==> config.mk <==
export PLATFORM = sky130hd
export DESIGN_NAME = actel_s_bank_flat
export DESIGN_NICKNAME = d
export VERILOG_FILES = /design/src/rtl/actel_s_bank_if.sv /design/src/rtl/actel_s_bank.sv /design/src/flat_wrapper.sv
export SDC_FILE = /design/constraint.sdc
export NUM_CORES = 1
export LEC_CHECK = 0
export CAP_MARGIN = 15
export CORE_UTILIZATION = 37
export DETAILED_ROUTE_END_ITERATION = 8
export PLACE_DENSITY_LB_ADDON = 0.15
export SYNTH_ARGS = -nofsm -noshare
export SYNTH_HDL_FRONTEND = slang
export SYNTH_SLANG_ARGS = --single-unit
==> constraint.sdc <==
create_clock -name clk -period 2.17 [get_ports clk]
set_clock_uncertainty 0.2 [all_clocks]
set_input_delay 0.3255 -clock clk [delete_from_list [all_inputs] [get_ports clk]]
set_output_delay 0.3255 -clock clk [all_outputs]
set_load 0.02 [all_outputs]
==> src/rtl/actel_s_bank_if.sv <==
// Bus bundle for actel_s_bank: control, select gating, data sources, scan and outputs.
interface actel_s_bank_if #(
    parameter int unsigned WIDTH = 8
);
    logic             sclr;
    logic             en;
    logic             in_valid;
    logic [WIDTH-1:0] d00;
    logic [WIDTH-1:0] d01;
    logic [WIDTH-1:0] d10;
    logic [WIDTH-1:0] d11;
    logic             a1;
    logic             b1;
    logic             a0;
    logic             b0;
    logic             scan_en;
    logic             scan_in;
    logic [WIDTH-1:0] out;
    logic             out_valid;
    logic             scan_out;

    modport master (
        output sclr, en, in_valid, d00, d01, d10, d11, a1, b1, a0, b0, scan_en, scan_in,
        input  out, out_valid, scan_out
    );

    modport slave (
        input  sclr, en, in_valid, d00, d01, d10, d11, a1, b1, a0, b0, scan_en, scan_in,
        output out, out_valid, scan_out
    );
endinterface

==> src/rtl/actel_s_bank.sv <==
// Pipelined bank of Actel S-module style registered 4:1 muxes with a shared gated select,
// clock enable, synchronous clear, valid tracking and a scan path through the capture stage.
module actel_s_bank #(
    parameter int unsigned WIDTH    = 8,
    parameter int unsigned STAGES   = 1,
    parameter int unsigned SEL_MODE = 0
) (
    input  logic           clk,
    input  logic           clr,
    actel_s_bank_if.slave  bus
);

    logic             s1;
    logic             s0;
    logic [WIDTH-1:0] mux;
    logic [WIDTH-1:0] stage [STAGES];
    logic [STAGES-1:0] vld;

    always_comb begin
        s1 = bus.a1 | bus.b1;
        s0 = bus.a0 & bus.b0;
        if (SEL_MODE == 1) begin
            s1 = bus.a1 & bus.b1;
        end else if (SEL_MODE == 2) begin
            s0 = bus.a0 | bus.b0;
        end
    end

    always_comb begin
        mux = bus.d00;
        unique case ({s1, s0})
            2'b00: mux = bus.d00;
            2'b01: mux = bus.d01;
            2'b10: mux = bus.d10;
            2'b11: mux = bus.d11;
        endcase
    end

    // Shift is written as a shift-and-or so WIDTH=1 needs no special case.
    always_ff @(posedge clk or posedge clr) begin
        if (clr) begin
            for (int k = 0; k < int'(STAGES); k++) begin
                stage[k] <= '0;
            end
            vld <= '0;
        end else if (bus.sclr) begin
            for (int k = 0; k < int'(STAGES); k++) begin
                stage[k] <= '0;
            end
            vld <= '0;
        end else if (bus.scan_en) begin
            stage[0] <= (stage[0] << 1) | WIDTH'(bus.scan_in);
            vld[0]   <= 1'b0;
        end else if (bus.en) begin
            stage[0] <= mux;
            vld[0]   <= bus.in_valid;
            for (int k = 1; k < int'(STAGES); k++) begin
                stage[k] <= stage[k-1];
                vld[k]   <= vld[k-1];
            end
        end
    end

    assign bus.out       = stage[STAGES-1];
    assign bus.out_valid = vld[STAGES-1];
    assign bus.scan_out  = stage[0][WIDTH-1];

endmodule

==> src/flat_wrapper.sv <==
// flat-port wrapper written by rule: the top's interface ports become plain ports
module actel_s_bank_flat 
#(
    parameter int unsigned WIDTH    = 8,
    parameter int unsigned STAGES   = 1,
    parameter int unsigned SEL_MODE = 0
)
  (clk, clr, bus_sclr, bus_en, bus_in_valid, bus_d00, bus_d01, bus_d10, bus_d11, bus_a1, bus_b1, bus_a0, bus_b0, bus_scan_en, bus_scan_in, bus_out, bus_out_valid, bus_scan_out);
  actel_s_bank_if #(.WIDTH(WIDTH)) bus_i ();
  input  logic clk;
  input  logic clr;
  input wire logic [$bits(bus_i.sclr)-1:0] bus_sclr;
  input wire logic [$bits(bus_i.en)-1:0] bus_en;
  input wire logic [$bits(bus_i.in_valid)-1:0] bus_in_valid;
  input wire logic [$bits(bus_i.d00)-1:0] bus_d00;
  input wire logic [$bits(bus_i.d01)-1:0] bus_d01;
  input wire logic [$bits(bus_i.d10)-1:0] bus_d10;
  input wire logic [$bits(bus_i.d11)-1:0] bus_d11;
  input wire logic [$bits(bus_i.a1)-1:0] bus_a1;
  input wire logic [$bits(bus_i.b1)-1:0] bus_b1;
  input wire logic [$bits(bus_i.a0)-1:0] bus_a0;
  input wire logic [$bits(bus_i.b0)-1:0] bus_b0;
  input wire logic [$bits(bus_i.scan_en)-1:0] bus_scan_en;
  input wire logic [$bits(bus_i.scan_in)-1:0] bus_scan_in;
  output wire logic [$bits(bus_i.out)-1:0] bus_out;
  output wire logic [$bits(bus_i.out_valid)-1:0] bus_out_valid;
  output wire logic [$bits(bus_i.scan_out)-1:0] bus_scan_out;
  assign bus_i.sclr = bus_sclr;
  assign bus_i.en = bus_en;
  assign bus_i.in_valid = bus_in_valid;
  assign bus_i.d00 = bus_d00;
  assign bus_i.d01 = bus_d01;
  assign bus_i.d10 = bus_d10;
  assign bus_i.d11 = bus_d11;
  assign bus_i.a1 = bus_a1;
  assign bus_i.b1 = bus_b1;
  assign bus_i.a0 = bus_a0;
  assign bus_i.b0 = bus_b0;
  assign bus_i.scan_en = bus_scan_en;
  assign bus_i.scan_in = bus_scan_in;
  assign bus_out = bus_i.out;
  assign bus_out_valid = bus_i.out_valid;
  assign bus_scan_out = bus_i.scan_out;
  actel_s_bank #(.WIDTH(WIDTH), .STAGES(STAGES), .SEL_MODE(SEL_MODE)) u_core (.clk(clk), .clr(clr), .bus(bus_i));
endmodule
### After elaboration in Yosys (flattened, before gate mapping)

Cells that the tools add are included.

| word-level totals | value |
|---|---|
| logic and storage cells | 17 |
| register bits | 9 |
| input bits | 43 |

| cells by class | value |
|---|---|
| reduce and logical (&&, ||, !) cells | 2 |
| bitwise operators | 3 |
| muxes and demuxes | 7 |
| equality and inequality tests | 3 |

Operators by type and width:

| cell | count |
|---|---|
| $pmux 8 s4 | 1 |
| $mux 8 | 3 |
| $or 8x1->8 | 1 |
| $eq 2x2->1 const B | 2 |
| $mux 1 | 3 |
| $reduce_bool 3->1 | 1 |
| $eq 2x1->1 const B | 1 |
| $logic_not 2->1 | 1 |
| $and 1x1->1 | 1 |
| $or 1x1->1 | 1 |

### Longest topological paths before layout

| logic depth | value |
|---|---|
| depth in word-level cells | 6 |
| gate-level depth with buffers | 4 |
| mapped depth without buffers | 3 |

### Least setup slack after synthesis

Ideal clock, no wire load.

| path | value |
|---|---|
| path kind | input-to-reg |
| from | input port bus_a0 |
| to | register u_core.stage (netlist bit u_core.bus.out[7]) |
| slack | 0.740 ns |
| setup time | 0.132 ns |
| stages on the path | 3 |
| arrival | 1.098 ns |
| required time | 1.838 ns |
| path through | nand2_1 mux4_2 o2bb2ai_1 |

| on the way | value |
|---|---|
| longest elaborated chain between the ends | 6 |

Ends and longest elaborated chain:

| what | line | RTL |
|---|---|---|
| start, declared | flat_wrapper.sv:21 | `input wire logic [$bits(bus_i.a0)-1:0] bus_a0;` |
| $and 1x1->1 (*) | actel_s_bank.sv:21 | `s0 = bus.a0 & bus.b0;` |
| $eq 2x2->1 (tied with other cells) | actel_s_bank.sv:31 | `unique case ({s1, s0})` |
| $pmux 8 s4 (*) | actel_s_bank.sv:31 |  |
| $mux 8 (*) | actel_s_bank.sv:54 | `end else if (bus.en) begin` |
| $mux 8 (*) | actel_s_bank.sv:51 | `end else if (bus.scan_en) begin` |
| $mux 8 (*) | actel_s_bank.sv:46 | `end else if (bus.sclr) begin` |
| end signal, assigned by index | actel_s_bank.sv:58 | `stage[k] <= stage[k-1];` |
| end, declared | actel_s_bank.sv:16 | `logic [WIDTH-1:0] stage [STAGES];` |

Every way passes the cells marked *; elsewhere a longest branch is shown, timed or not. The select of a mux whose other input is x is not followed.
A chain may end at the register's enable or synchronous reset.

### Worst setup path in the final report

| path | value |
|---|---|
| from | register u_core.stage (netlist bit u_core.bus.out[4]) |
| to | output port bus_out[4] |

RTL lines:

| what | line | RTL |
|---|---|---|
| end, declared | flat_wrapper.sv:25 | `output wire logic [$bits(bus_i.out)-1:0] bus_out;` |

No word-level cell between the ends.

==> tab_implementation.tex <==
\begin{tabular}{lr}
\hline
Metric & Value \\
\hline
\multicolumn{2}{l}{\textbf{Synthesis}} \\
\quad Synthesized area per cell & 9.03 um\^{}2 \\
\quad Number of distinct standard cells referenced by the synthesized netlist & 23 \\
\quad Mapped cell area & 758 um\^{}2 \\
\quad Seq/Total Area, Yosys & 29.7\% \\
\quad Number of instances in the synthesized netlist & 84 \\
\quad Yosys warnings & 0 \\
\quad Share of the synthesized area in the top cell type & 29.7\% \\
\quad Top cells by area, synth & sky130\_fd\_sc\_hd\_\_dfrtp\_1 30\%, sky130\_fd\_sc\_hd\_\_a211oi\_2 9.9\%, sky130\_fd\_sc\_hd\_\_and3\_1 9.9\% \\
\quad Flops \& latches, synth & 9 \\
\quad Leading area contributor after synthesis & sky130\_fd\_sc\_hd\_\_dfrtp\_1 \\
\quad Net count of the mapped netlist & 127 \\
\multicolumn{2}{l}{\textbf{Clock network}} \\
\quad Number of hold buffers added after CTS & 0 \\
\quad Htree depth & 1 \\
\quad Worst-path clk slew & 0.06 ns \\
\quad Number of sinks handled by clock tree synthesis & 9 \\
\quad Post-CTS repair timing setup buffer count & 0 \\
\quad TritonCTS Buffers & 3 \\
\quad CTS Buffer Depth & 2 \\
\quad Latest clock arrival within the worst-skew pair & 0.26 ns \\
\quad Post-cts resize count & 0 \\
\quad TritonCTS clock tree & done \\
\quad Clock Tree Root & sky130\_fd\_sc\_hd\_\_clkbuf\_4 \\
\multicolumn{2}{l}{\textbf{GRT}} \\
\quad Wire length of the first global-routing pass & 3320 um \\
\quad Pin count of the biggest net entering global routing & 17 \\
\quad Via count of the first global-routing pass & 806 \\
\quad Antenna violations before repair & 0 \\
\quad GRT Util Overall & 21.3\% \\
\quad Remaining Overflow, GRT & 0 \\
\multicolumn{2}{l}{\textbf{Worst setup path}} \\
\quad Critical-path cell with the highest stage delay & sky130\_fd\_sc\_hd\_\_clkdlybuf4s50\_1 \\
\quad Crit Path Class & reg2out \\
\quad Category of the worst setup path launch point & register \\
\quad Worst stage delay on the critical path & 0.62 ns \\
\quad Top Family by Delay on Critical Path & buffers and inverters \\
\quad Arrival time of data at the critical path endpoint & 1.29 ns \\
\quad Peak fanout along the critical path & 4 \\
\quad Worst setup path startpoint & u\_core.bus.out[4] \\
\quad Worst Reg2Reg Path Length in Cells & 3 \\
\quad Kind of capture point of the worst setup path & output pin \\
\quad Worst path buffer plus inverter count & 1 \\
\quad Reg2reg setup slack & 1.01 ns \\
\quad Stages on worst setup path & 1 \\
\quad R2r startpoint & u\_core.bus.out[5] \\
\quad Worst EP required & 1.64 ns \\
\quad Cell chain of the critical path & clkdlybuf4s50\_1 \\
\quad End point of the critical path & bus\_out[4] \\
\quad FF-to-FF End & u\_core.bus.out[6] \\
\multicolumn{2}{l}{\textbf{Timing}} \\
\quad Slew Limit Headroom & 71.3\% \\
\quad Tcrit/Tclk final & 83.6\% \\
\quad Pin slew with the least headroom to its limit & 0.429 ns \\
\quad Final critical-path required period & 1.81 ns \\
\quad Achievable Freq & 0.552 GHz \\
\quad Number of max-slew violations in the final report & 0 \\
\quad Final hold violation count & 0 \\
\quad Setup repair after global routing missed its margin & false \\
\quad Fin Setup TNS & 0 ns \\
\quad Number of setup violations in the final report & 0 \\
\multicolumn{2}{l}{\textbf{Placed design}} \\
\quad RD Place Congestion & 0.767 \\
\quad Number of port buffers & 52 \\
\quad Cell area after placement & 0.00132 mm\^{}2 \\
\quad HPWL after DPL & 1770 um \\
\multicolumn{2}{l}{\textbf{Power and ir drop}} \\
\quad Worst vdd rail ir drop & 0.000217 V \\
\quad Pwr/cell area & 387 mW/mm\^{}2 \\
\quad Overall power consumption & 0.000519 W \\
\quad Leakage power figure & 0.541 nW \\
\multicolumn{2}{l}{\textbf{Floorplan}} \\
\quad Die ar. & 0.00223 mm\^{}2 \\
\quad Number of standard-cell rows in the floorplan & 16 \\
\quad Number of primary I/O pins & 53 \\
\quad Initial standard-cell utilization of the core & 39.0\% \\
\quad Width of the chip & 47.3 um \\
\quad Core footprint & 0.00194 mm\^{}2 \\
\quad Floorplan die height & 47.3 um \\
\multicolumn{2}{l}{\textbf{Routing}} \\
\quad Number of detailed-routing iterations run before antenna repair & 6 \\
\quad Via density & 5.10 \\
\quad Total via count after detailed routing & 847 \\
\quad Total Wirelength & 2110 um \\
\quad Post-route DRC & 1 \\
\quad Remaining antenna violation count after routing & 0 \\
\quad Per-cell routed wire length & 12.7 um \\
\quad Starting DRT DRC Count & 14 \\
\multicolumn{2}{l}{\textbf{Final layout}} \\
\quad Area taken by flip-flops and latches & 225 um\^{}2 \\
\quad Fin area & 0.00134 mm\^{}2 \\
\quad Total area of multi-input combinational cells & 487 um\^{}2 \\
\quad Final nets & 183 \\
\quad Layout filler cell count & 167 \\
\quad Fraction of layout cells with a size suffix above 1 & 12.2\% \\
\quad Area growth from synthesis to layout & 76.9\% \\
\quad Number of antenna cells inserted & 0 \\
\multicolumn{2}{l}{\textbf{Outcome}} \\
\quad Outcome & finished with violations \\
\quad Violated checks & DRC \\
\multicolumn{2}{l}{\textbf{Flow run}} \\
\quad Number of max-cap violations & 0 \\
\multicolumn{2}{l}{\textbf{Hold path}} \\
\quad Type of the most critical hold path & in2async \\
\hline
\end{tabular}
-- layout by cell type (no fill, tap or decap) --
master,n
sky130_fd_sc_hd__inv_1,1
sky130_fd_sc_hd__nor3_1,2
sky130_fd_sc_hd__a21o_1,6
sky130_fd_sc_hd__a211oi_2,6
sky130_fd_sc_hd__a21oi_1,2
sky130_fd_sc_hd__clkbuf_4,3
sky130_fd_sc_hd__and3_1,12
sky130_fd_sc_hd__dfrtp_1,9
sky130_fd_sc_hd__or3_1,1
sky130_fd_sc_hd__a211oi_1,6
sky130_fd_sc_hd__nand2b_1,1
sky130_fd_sc_hd__o31ai_1,6
sky130_fd_sc_hd__o21bai_1,1
sky130_fd_sc_hd__nor2b_1,1
sky130_fd_sc_hd__clkbuf_1,1
sky130_fd_sc_hd__buf_4,6
sky130_fd_sc_hd__nand2_1,13
sky130_fd_sc_hd__mux4_2,2
sky130_fd_sc_hd__mux2i_1,1
sky130_fd_sc_hd__nor2_1,1
sky130_fd_sc_hd__clkdlybuf4s50_1,52
sky130_fd_sc_hd__nor3b_1,4
sky130_fd_sc_hd__o2bb2ai_1,2
-- layer usage --
layer | routed length (um) | vias to the layer above | global-route usage [%] | share of wire, %
met1 | 964 | 369 | 25.6 | 46
met3 | 127 | 7 | 3.08 | 6.0
met4 | 60 | 0 | 13.1 | 2.8
met5 | 0 | - | 0 | 0
met2 | 959 | 40 | 35.3 | 45
li1 | - | 431 | - | -
-- worst min path at each step --
stage	end	slack [ns]
after floorplan	u_core.bus.out[0]	-0.05
after global placement	u_core.bus.out[0]	0.29
after detailed placement	u_core.bus.out[0]	0.29
after CTS	u_core.bus.out[7]	0.14
after global routing	u_core.bus.out[5]	0.16
final	u_core.bus.out[5]	0.12
-- power by group --
group	total (W)	switching, W	internal (W)
Sequential	0.000186	0.00000826	0.000178
Clock	0.000133	0.0000620	0.0000710
Combinational	0.000199	0.0000761	0.000123
-- layout make-up --
class,count,share of cell area (%)
clock buffer,4,1.96
timing repair buffer,58,42.2
tap,27,2.52
multi-input combinational,67,36.3
inverter,1,0.280
sequential,9,16.8
-- sequential cells by signal (all words and copies together), names as in the netlist --
| register | count |
|---|---|
| u_core.bus.out_valid | 1 |
| u_core.bus.out | 8 |
-- through the flow --
step / util, % / worst slack (ns) / hold slack [ns] / std cells
floorplan: - / 0.740 / -0.0466 / 84
global placement: 67.7 / 0.264 / 0.295 / 162
detailed placement: 67.7 / 0.182 / 0.290 / 162
CTS: 69.1 / 0.350 / 0.137 / 166
global route: 69.1 / 0.317 / 0.162 / 166
finish: 69.1 / 0.357 / 0.118 / 166
-- cell families (layout without fill, tap and decap cells) --
| family | count (synthesis) | after routing | synth area share, % |
|---|---|---|---|
| AOI/OAI and AO/OA | 29 | 29 | 32.3 |
| buffers and inverters | 8 | 63 | 6.10 |
| DFF | 9 | 9 | 29.7 |
| muxes | 3 | 3 | 7.26 |
| and+or+nand+nor | 35 | 35 | 24.6 |
-- cell usage after synthesis, drive strengths merged --
master,number
nor3,2
clkbuf,3
a211oi,12
nor2b,1
and3,12
nor3b,4
a21oi,2
nand2b,1
or3,1
o2bb2ai,2
mux2i,1
inv,1
buf,4
nand2,13
o21bai,1
mux4,2
a21o,6
o31ai,6
nor2,1
dfrtp,9
(Power assumes the default switching activity.)
